===== src/rtl/inv_stim_sequencer_pkg.sv =====
// Shared definitions for the inverter stimulus sequencer: the state
// encoding, the LFSR polynomial and seed, and the synchronizer depth.
package inv_seq_pkg;

    typedef enum logic [2:0] {
        IDLE   = 3'd0,
        DRIVE  = 3'd1,
        SETTLE = 3'd2,
        SAMPLE = 3'd3,
        DONE   = 3'd4
    } state_e;

    // x^8 + x^6 + x^5 + x^4 + 1 as a left-shifting Fibonacci register:
    // the feedback is the XOR of bits 7, 5, 4 and 3.
    localparam logic [7:0] LFSR_TAPS   = 8'hB8;
    localparam logic [7:0] LFSR_SEED   = 8'h01;
    localparam int         SYNC_STAGES = 2;

    // One LFSR step: shift left, feedback enters at bit 0.
    function automatic logic [7:0] lfsr_next(input logic [7:0] cur);
        return {cur[6:0], ^(cur & LFSR_TAPS)};
    endfunction

endpackage


===== src/rtl/inv_stim_sequencer_sync2.sv =====
// Two-flop synchronizer (SYNC_STAGES deep) for one asynchronous input bit.
module sync2 (
    input  logic clk,
    input  logic rst_n,
    input  logic d,
    output logic q
);

    logic meta_q;
    logic sync_q;
    logic meta_d;
    logic sync_d;

    // Next-state of the synchronizer chain.
    always_comb begin
        meta_d = d;
        sync_d = meta_q;
    end

    // Synchronizer flops, cleared by reset.
    always_ff @(posedge clk or negedge rst_n) begin
        if (!rst_n) begin
            meta_q <= 1'b0;
            sync_q <= 1'b0;
        end else begin
            meta_q <= meta_d;
            sync_q <= sync_d;
        end
    end

    assign q = sync_q;

endmodule


===== src/rtl/inv_stim_sequencer.sv =====
// Inverter stimulus sequencer: drives NUM_VEC test bits onto an external
// inverter, samples its output after a programmable settle time and counts
// mismatches. Macro INV_SEQ_LFSR_EN selects LFSR stimulus; otherwise the
// stimulus is an alternating 1,0,1,0,... pattern.
module inv_stim_sequencer
    import inv_seq_pkg::*;
#(
    parameter int NUM_VEC = 64,
    parameter int ERR_W   = 8
) (
    input  logic       clk,
    input  logic       rst_n,
    input  logic       ena,
    input  logic [7:0] ui_in,
    output logic [7:0] uo_out,
    input  logic [7:0] uio_in,
    output logic [7:0] uio_out,
    output logic [7:0] uio_oe
);

    localparam logic [7:0] LAST_IDX = 8'(NUM_VEC - 1);

    logic start_s;
    logic dut_s;
    logic start_edge_s;

    state_e             state_q,      state_d;
    logic [ERR_W-1:0]   err_cnt_q,    err_cnt_d;
    logic [7:0]         vec_idx_q,    vec_idx_d;
    logic [4:0]         cnt_q,        cnt_d;
    logic [3:0]         settle_q,     settle_d;
    logic               inv_q,        inv_d;
    logic               stim_q,       stim_d;
    logic               done_q,       done_d;
    logic               pass_q,       pass_d;
    logic               busy_q,       busy_d;
    logic               start_prev_q, start_prev_d;
`ifdef INV_SEQ_LFSR_EN
    logic [7:0]         lfsr_q,       lfsr_d;
`endif

    logic unused_s;
    assign unused_s = ^{ena, uio_in, ui_in[3]};

    sync2 u_sync_start (
        .clk   (clk),
        .rst_n (rst_n),
        .d     (ui_in[0]),
        .q     (start_s)
    );

    sync2 u_sync_dut (
        .clk   (clk),
        .rst_n (rst_n),
        .d     (ui_in[2]),
        .q     (dut_s)
    );

    assign start_edge_s = start_s & ~start_prev_q;

    // Sequencer next-state and datapath updates.
    always_comb begin
        state_d      = state_q;
        err_cnt_d    = err_cnt_q;
        vec_idx_d    = vec_idx_q;
        cnt_d        = cnt_q;
        settle_d     = settle_q;
        inv_d        = inv_q;
        stim_d       = stim_q;
        done_d       = done_q;
        pass_d       = pass_q;
        start_prev_d = start_s;
`ifdef INV_SEQ_LFSR_EN
        lfsr_d       = lfsr_q;
`endif
        case (state_q)
            IDLE: begin
                if (start_edge_s) begin
                    err_cnt_d = '0;
                    vec_idx_d = 8'd0;
                    done_d    = 1'b0;
                    pass_d    = 1'b0;
                    inv_d     = ui_in[1];
                    settle_d  = ui_in[7:4];
`ifdef INV_SEQ_LFSR_EN
                    lfsr_d    = LFSR_SEED;
`endif
                    state_d   = DRIVE;
                end else begin
                    state_d   = IDLE;
                end
            end
            DRIVE: begin
`ifdef INV_SEQ_LFSR_EN
                stim_d = lfsr_q[0];
                lfsr_d = lfsr_next(lfsr_q);
`else
                if (vec_idx_q == 8'd0) begin
                    stim_d = 1'b1;
                end else begin
                    stim_d = ~stim_q;
                end
`endif
                cnt_d   = 5'd0;
                state_d = SETTLE;
            end
            SETTLE: begin
                // settle+2 cycles: the extra two cover the synchronizer.
                if (cnt_q == ({1'b0, settle_q} + 5'd1)) begin
                    state_d = SAMPLE;
                end else begin
                    cnt_d   = cnt_q + 5'd1;
                end
            end
            SAMPLE: begin
                if (dut_s != (stim_q ^ inv_q)) begin
                    if (err_cnt_q == {ERR_W{1'b1}}) begin
                        err_cnt_d = err_cnt_q;
                    end else begin
                        err_cnt_d = err_cnt_q + ERR_W'(1);
                    end
                end else begin
                    err_cnt_d = err_cnt_q;
                end
                if (vec_idx_q == LAST_IDX) begin
                    state_d   = DONE;
                end else begin
                    vec_idx_d = vec_idx_q + 8'd1;
                    state_d   = DRIVE;
                end
            end
            DONE: begin
                done_d  = 1'b1;
                pass_d  = (err_cnt_q == '0);
                state_d = IDLE;
            end
            default: begin
                state_d = IDLE;
            end
        endcase
        busy_d = (state_d == DRIVE) || (state_d == SETTLE) || (state_d == SAMPLE);
    end

    // State and datapath registers.
    always_ff @(posedge clk or negedge rst_n) begin
        if (!rst_n) begin
            state_q      <= IDLE;
            err_cnt_q    <= '0;
            vec_idx_q    <= 8'd0;
            cnt_q        <= 5'd0;
            settle_q     <= 4'd0;
            inv_q        <= 1'b0;
            stim_q       <= 1'b0;
            done_q       <= 1'b0;
            pass_q       <= 1'b0;
            busy_q       <= 1'b0;
            start_prev_q <= 1'b0;
`ifdef INV_SEQ_LFSR_EN
            lfsr_q       <= LFSR_SEED;
`endif
        end else begin
            state_q      <= state_d;
            err_cnt_q    <= err_cnt_d;
            vec_idx_q    <= vec_idx_d;
            cnt_q        <= cnt_d;
            settle_q     <= settle_d;
            inv_q        <= inv_d;
            stim_q       <= stim_d;
            done_q       <= done_d;
            pass_q       <= pass_d;
            busy_q       <= busy_d;
            start_prev_q <= start_prev_d;
`ifdef INV_SEQ_LFSR_EN
            lfsr_q       <= lfsr_d;
`endif
        end
    end

    assign uo_out  = {4'b0000, pass_q, done_q, busy_q, stim_q};
    assign uio_out = 8'(err_cnt_q);
    assign uio_oe  = 8'hFF;

endmodule


===== config.mk =====
export PLATFORM = sky130hd
export DESIGN_NAME = inv_stim_sequencer
export DESIGN_NICKNAME = d
export VERILOG_FILES = /design/src/rtl/inv_stim_sequencer_pkg.sv /design/src/rtl/inv_stim_sequencer_sync2.sv /design/src/rtl/inv_stim_sequencer.sv
export SDC_FILE = /design/constraint.sdc
export NUM_CORES = 1
export LEC_CHECK = 0
export ABC_AREA = 1
export BUFFER_PORTS_ARGS = -buffer_cell sky130_fd_sc_hd__buf_4
export CAP_MARGIN = 0
export CORE_MARGIN = 2
export CORE_UTILIZATION = 35
export DETAILED_ROUTE_END_ITERATION = 12
export GPL_TIMING_DRIVEN = 0
export SLEW_MARGIN = 30
export SYNTH_ARGS = -nofsm -noshare
export SYNTH_HDL_FRONTEND = slang
export SYNTH_HIERARCHICAL = 1
export SYNTH_SLANG_ARGS = --single-unit
export TNS_END_PERCENT = 1

===== constraint.sdc =====
create_clock -name clk -period 1.78 [get_ports clk]
set_input_delay 0.178 -clock clk [delete_from_list [all_inputs] [get_ports clk]]
set_output_delay 0.178 -clock clk [all_outputs]
set_load 0.005 [all_outputs]

### Word-level counts from Yosys, hierarchy flattened

Index checks and enable logic that the tools add are counted.

* magnitude comparators: 0
* muxes and demuxes: 16
* equal/unequal tests: 16
* add/sub/neg operators: 4
* divide/modulo/power cells: 0
* bitwise gates (word level): 4
* multipliers: 0
* reduce and logical (&&, ||, !) cells: 13
* shift operators: 0

Operators by type and width (number)
* 2-to-1 mux 8 bit: 4
* one-hot mux 8 bit (2 select lines): 2
* adder 8 x 1 -> 8 bit (second input constant): 2
* zero test 8 bit: 2
* == test 3 x 2 -> 1 bit (second input constant): 4
* one-hot mux 3 bit (4 select lines): 1
* != test 2 bit (second input constant): 5
* one-hot mux 5 bit (2 select lines): 1
* == test 8 x 6 -> 1 bit (second input constant): 1
* == test 8 bit (second input constant): 1
* == test 3 x 1 -> 1 bit (second input constant): 2
* 2-to-1 mux 3 bit: 2
* AND reduction 2 bit: 3
* nonzero test 2 bit: 3
* adder 4 x 1 -> 5 bit (second input constant): 1
* adder 5 x 1 -> 5 bit (second input constant): 1
* == test 5 bit: 1
* 2-to-1 mux 5 bit: 1
* one-hot mux 1 bit (2 select lines): 2
* AND reduction 4 bit: 1
* == test 3 bit (second input constant): 1
* zero test 3 bit: 1
* 2-to-1 mux 1 bit: 3
* AND reduction 3 bit: 1
* other kinds (5): 7

* flip-flop bits (word level): 38
* bits of input ports: 19
* latch bits: 0
* logic and storage cells: 68
* memory bits (writable): 0
* memories kept: 0
* output and inout port bits: 24
* memory bits (read-only): 0

### Depth between registers and ports, before layout

* word-level depth: 7
* depth in mapped cells: 12
* depth with buffers taken out: 12

### By module

Netlist, hierarchy kept.

Modules (own cells, without submodules)
* inv_stim_sequencer: instances 1, cells each 279, seq. area each 850.8 µm², area each 2123.3 µm²
* sync2: instances 2, cells each 2, seq. area each 50.0 µm², area each 50.0 µm²

### Worst setup path before layout

No wires, ideal clock.

* path kind: register to register
* from: reg settle_q[0]
* to: reg cnt_q[1]
* cell stages (with the launch flop): 13
* library setup time: 118 ps
* clock period less this slack: 1483 ps
* required time: 1662 ps
* path buffers: 0
* arrival: 1365 ps
* slack: 297 ps
* cell sequence: dfrtp_1 > ha_1 > inv_1 > nand2_1 > nand2_1 > nor2_1 > nand2_1 > nor2_1 > nand2_1 > nand2_2 > nand2_1 > nand2_1 > nand2_1

* word-level cells in the longest chain between the ends: 4

Ends and longest elaborated chain
* from (decl): RTL line inv_stim_sequencer.sv:31 `logic [3:0] settle_q, settle_d;`
* from (signal assigned): RTL line inv_stim_sequencer.sv:166 `settle_q <= settle_d;`
* adder 4 x 1 -> 5 bit: RTL line inv_stim_sequencer.sv:109 `if (cnt_q == ({1'b0, settle_q} + 5'd1)) begin`
* == test 5 bit: RTL line inv_stim_sequencer.sv:109
* != test 2 bit (no line)
* AND reduction 2 bit (no line)
* to (signal assigned): RTL line inv_stim_sequencer.sv:165 `cnt_q <= cnt_d;`
* to (decl): RTL line inv_stim_sequencer.sv:30 `logic [4:0] cnt_q, cnt_d;`

No other way between the ends.
A chain may end at the register's enable or synchronous reset.

### Worst setup path after layout

* from: reg settle_q[0]
* to: reg cnt_q[4]

Same word-level chain as after synthesis.

==> metrics.md <==
| Metric | Value |
|---|---|
| Area contributors post-synth | `dfrtp_1 43%, nand2_1 12%, inv_1 6.1%` |
| Pleak | `1.37 nW` |
| Starting Density | `35.6%` |
| Status | `finished, final reports clean` |
| Clk sink count | `38` |
| Critical path endpoint category | `flip-flop` |
| Clk_skew | `0.00373 ns` |
| HP Start | `ui_in[1]` |
| Syn Inst Count | `283` |
| Syn_area_per_cell | `7.86 um^2` |
| Synth warn | `6` |
| Number of synthesized flops with an enable pin | `0` |
| Cell with the most instances after synthesis | `nand2_1` |
| Top post-synthesis cells by count | `73 x nand2_1, 38 x dfrtp_1, 36 x inv_1` |
| GRT Resource Usage Total | `13.4%` |
| Dominant cell type by area after synthesis | `dfrtp_1` |
| Mapped Area | `2220 um^2` |
| Final core occ | `42.7%` |
| CP max stage cell | `dfrtp_1` |
| Crit path DAT | `1.79 ns` |
| Post-route DRC | `0` |
| CP max FO | `5` |
| Fin crit period | `1.61 ns` |
| Critical path origin | `settle_q[0]$_DFFE_PN0P_` |
| Most used flip-flop cell after synthesis | `dfrtp_1` |
| Cell variety after synth | `30` |
| Dpl ws | `0.125 ns` |
| # rows | `29` |
| Final net count | `349` |
| Gpl congestion | `0.806` |
| Root buffer cell | `clkbuf_8` |
| CTS H-tree lvls | `2` |
| Via density | `4.43` |
| Worst hold slack | `0.115 ns` |
| Reg2reg start | `settle_q[0]$_DFFE_PN0P_` |
| Post-Route Setup TNS | `0 ns` |
| Initial antenna violation count | `0` |
| Port Buffers | `20` |
| Final ANT Viol Nets | `0` |
| MaxCap Viol Count | `0` |
| Ant. Diodes | `0` |
| Top cell by count, worst path | `nand2_1` |
| Setup violators final | `0` |
| Number of synthesized register bits | `38` |
| CP bufs+invs | `1` |
| Boundary Pins | `43` |
| Overall power | `3.14 mW` |
| Placeable Area | `6240 um^2` |
| CP Class | `reg2reg` |
| Final period util | `90.2%` |
| CTS tree | `done` |
| Skew-Pair Late Insertion Delay | `0.29 ns` |
| Area Growth Syn to Fin | `19.9%` |
| Sequential area share after synthesis | `42.8%` |
| DR pass1 iterations | `4` |
| CP top delay family | `simple AND/OR/NAND/NOR gates` |
| Routed WL | `4260 um` |
| Crit-path cells | `ha_1 -> inv_1 -> nand2_1 -> nand2_1 -> nor2_1 -> nand2_1 -> nor2_1 -> nand2_2 -> nand2_4 -> nand2_2 -> nand2_1 -> nand2_1` |
| Die W | `83.7 um` |
| Worst-path clk slew | `0.07 ns` |
| Ys async rst share | `100%` |
| First-pass GRT wire length | `7620 um` |
| F_max | `623 MHz` |
| 1st-iter DRT viols | `120` |
| Detailed-route via count | `1780` |
| Final hold violation count | `0` |
| Layout cells sized above 1 | `20.9%` |
| CTS Buf Count | `5` |
| Worst Path Required | `1.96 ns` |
| VDD IR max | `0.862 mV` |
| CTS Buffer Depth | `2` |
| Max-slew violations | `0` |
| Hpwl dp | `3070 um` |
| Setup ws final | `0.175 ns` |
| Die Y | `83.7 um` |
| GRT overflow | `0` |
| DIE AREA | `7010 um^2` |
| Pwr/cell area | `1180 nW/um^2` |
| Unrepaired setup endpoints after global routing | `false` |
| Number of global-route vias before repair | `1673` |
| Worst Hold Class | `in2reg` |
| Synth top area share | `42.8%` |
| Max stage delay on crit path | `0.41 ns` |
| Largest net degree at the start of global routing | `39` |
| Startpoint Class | `flip-flop` |
| Fillers | `635` |
| Routed len/inst | `10.6 um` |
worst reg2reg max path: stages (launching register included):
cell and delay [ns]:
dfrtp_1 0.41, ha_1 0.30, inv_1 0.04, nand2_1 0.04, nand2_1 0.05, nor2_1 0.08, nand2_1 0.05, nor2_1 0.10
nand2_2 0.10, nand2_4 0.11, nand2_2 0.08, nand2_1 0.09, nand2_1 0.05
through the flow:
stage | cell area [um^2] | std cells
detailed placement | 2510 | 390
global route | 2670 | 402
finish | 2670 | 402
global placement | 2510 | 390
floorplan | 2260 | 293
CTS | 2650 | 401
state kept, by name, indices dropped and copies added, names as in the netlist, 3 cells and up:
signal	count
uio_out	8
state_q	3
settle_q	4
cnt_q	5
vec_idx_q	8
path summary, 6_finish.rpt:
kind,endpoint,slack (ns),cells after the start
worst max-delay path,cnt_q[4]$_DFFE_PN0P_,0.17,12
worst min-delay path,inv_q$_DFFE_PN0P_,0.12,2
worst max register to register,cnt_q[4]$_DFFE_PN0P_,0.17,12
worst min register to register,u_sync_start/q$_DFF_PN0_,0.35,0
max in group asynchronous,cnt_q[2]$_DFFE_PN0P_,1.05,2
min in group asynchronous,settle_q[3]$_DFFE_PN0P_,0.39,2
where the power goes:
part	switching [mW]	internal, mW
clock	0.305	0.391
combinational	0.763	0.499
sequential	0.156	1.03
total	1.22	1.92
cell families (layout without fill, tap and decap cells):
family	count (synthesis)	in the layout	share of synthesized area, %
xor gates and xnor gates	12	12	4.73
buffers and inverters	58	90	13.0
DFF	38	38	42.8
AOI/OAI and AO/OA	24	24	6.25
muxes	2	2	1.01
and+or+nand+nor	141	141	28.5
adders and majority gates	6	6	3.38
other	2	12	0.338
what timing repair did:
| action | 4_1_cts | 5_1_grt |
|---|---|---|
| buffers inserted | 0 | 1 |
| endpoints found under the setup margin | 0 | 4 |
| endpoints found under the hold margin | 40 | 0 |
| hold buffers | 3 | 0 |
| gates resized for setup | 0 | 3 |
layout make-up:
cell class / count / area [um^2] / area share, %
Tap cell: 77 / 96.3 / 3.62
Buffer: 19 / 140 / 5.26
Multi-Input combinational cell: 197 / 1030 / 38.7
Inverter: 39 / 149 / 5.59
Clock buffer: 8 / 110 / 4.13
Timing Repair Buffer: 24 / 188 / 7.04
Sequential cell: 38 / 951 / 35.7
cells in the final DEF, fill, tap and decap left out:
cell,netlist,layout
nand2_1,73,71
dfrtp_1,38,38
buf_4,16,37
inv_1,36,36
nor2_1,25,25
nand3_1,21,21
conb_1,2,12
xor2_1,10,10
a21oi_1,9,9
o21ai_0,8,8
nor3_1,8,8
clkbuf_8,0,8
ha_1,6,6
nand2_2,4,5
nand2_4,3,4
nand4_1,4,4
o21ai_2,3,3
dlygate4sd3_1,0,3
inv_2,2,2
mux2_2,2,2
xnor2_1,2,2
nor2_4,1,1
nor3_4,1,1
clkbuf_1,1,1
inv_4,1,1
buf_2,1,1
o21ai_1,1,1
nand3_2,1,1
buf_6,1,1
a21oi_2,1,1
o22ai_1,1,1
o31ai_1,1,1
per-layer routing:
| metal | global-route usage, % | vias up | wire length [um] |
|---|---|---|---|
| met3 | 4.06 | 4 | 165 |
| met4 | 4.25 | 0 | 39 |
| met2 | 21.0 | 29 | 1920 |
| met5 | 0 | - | 0 |
| met1 | 17.6 | 811 | 2140 |
| li1 | - | 936 | - |
Power figures use the tool's default switching activity.
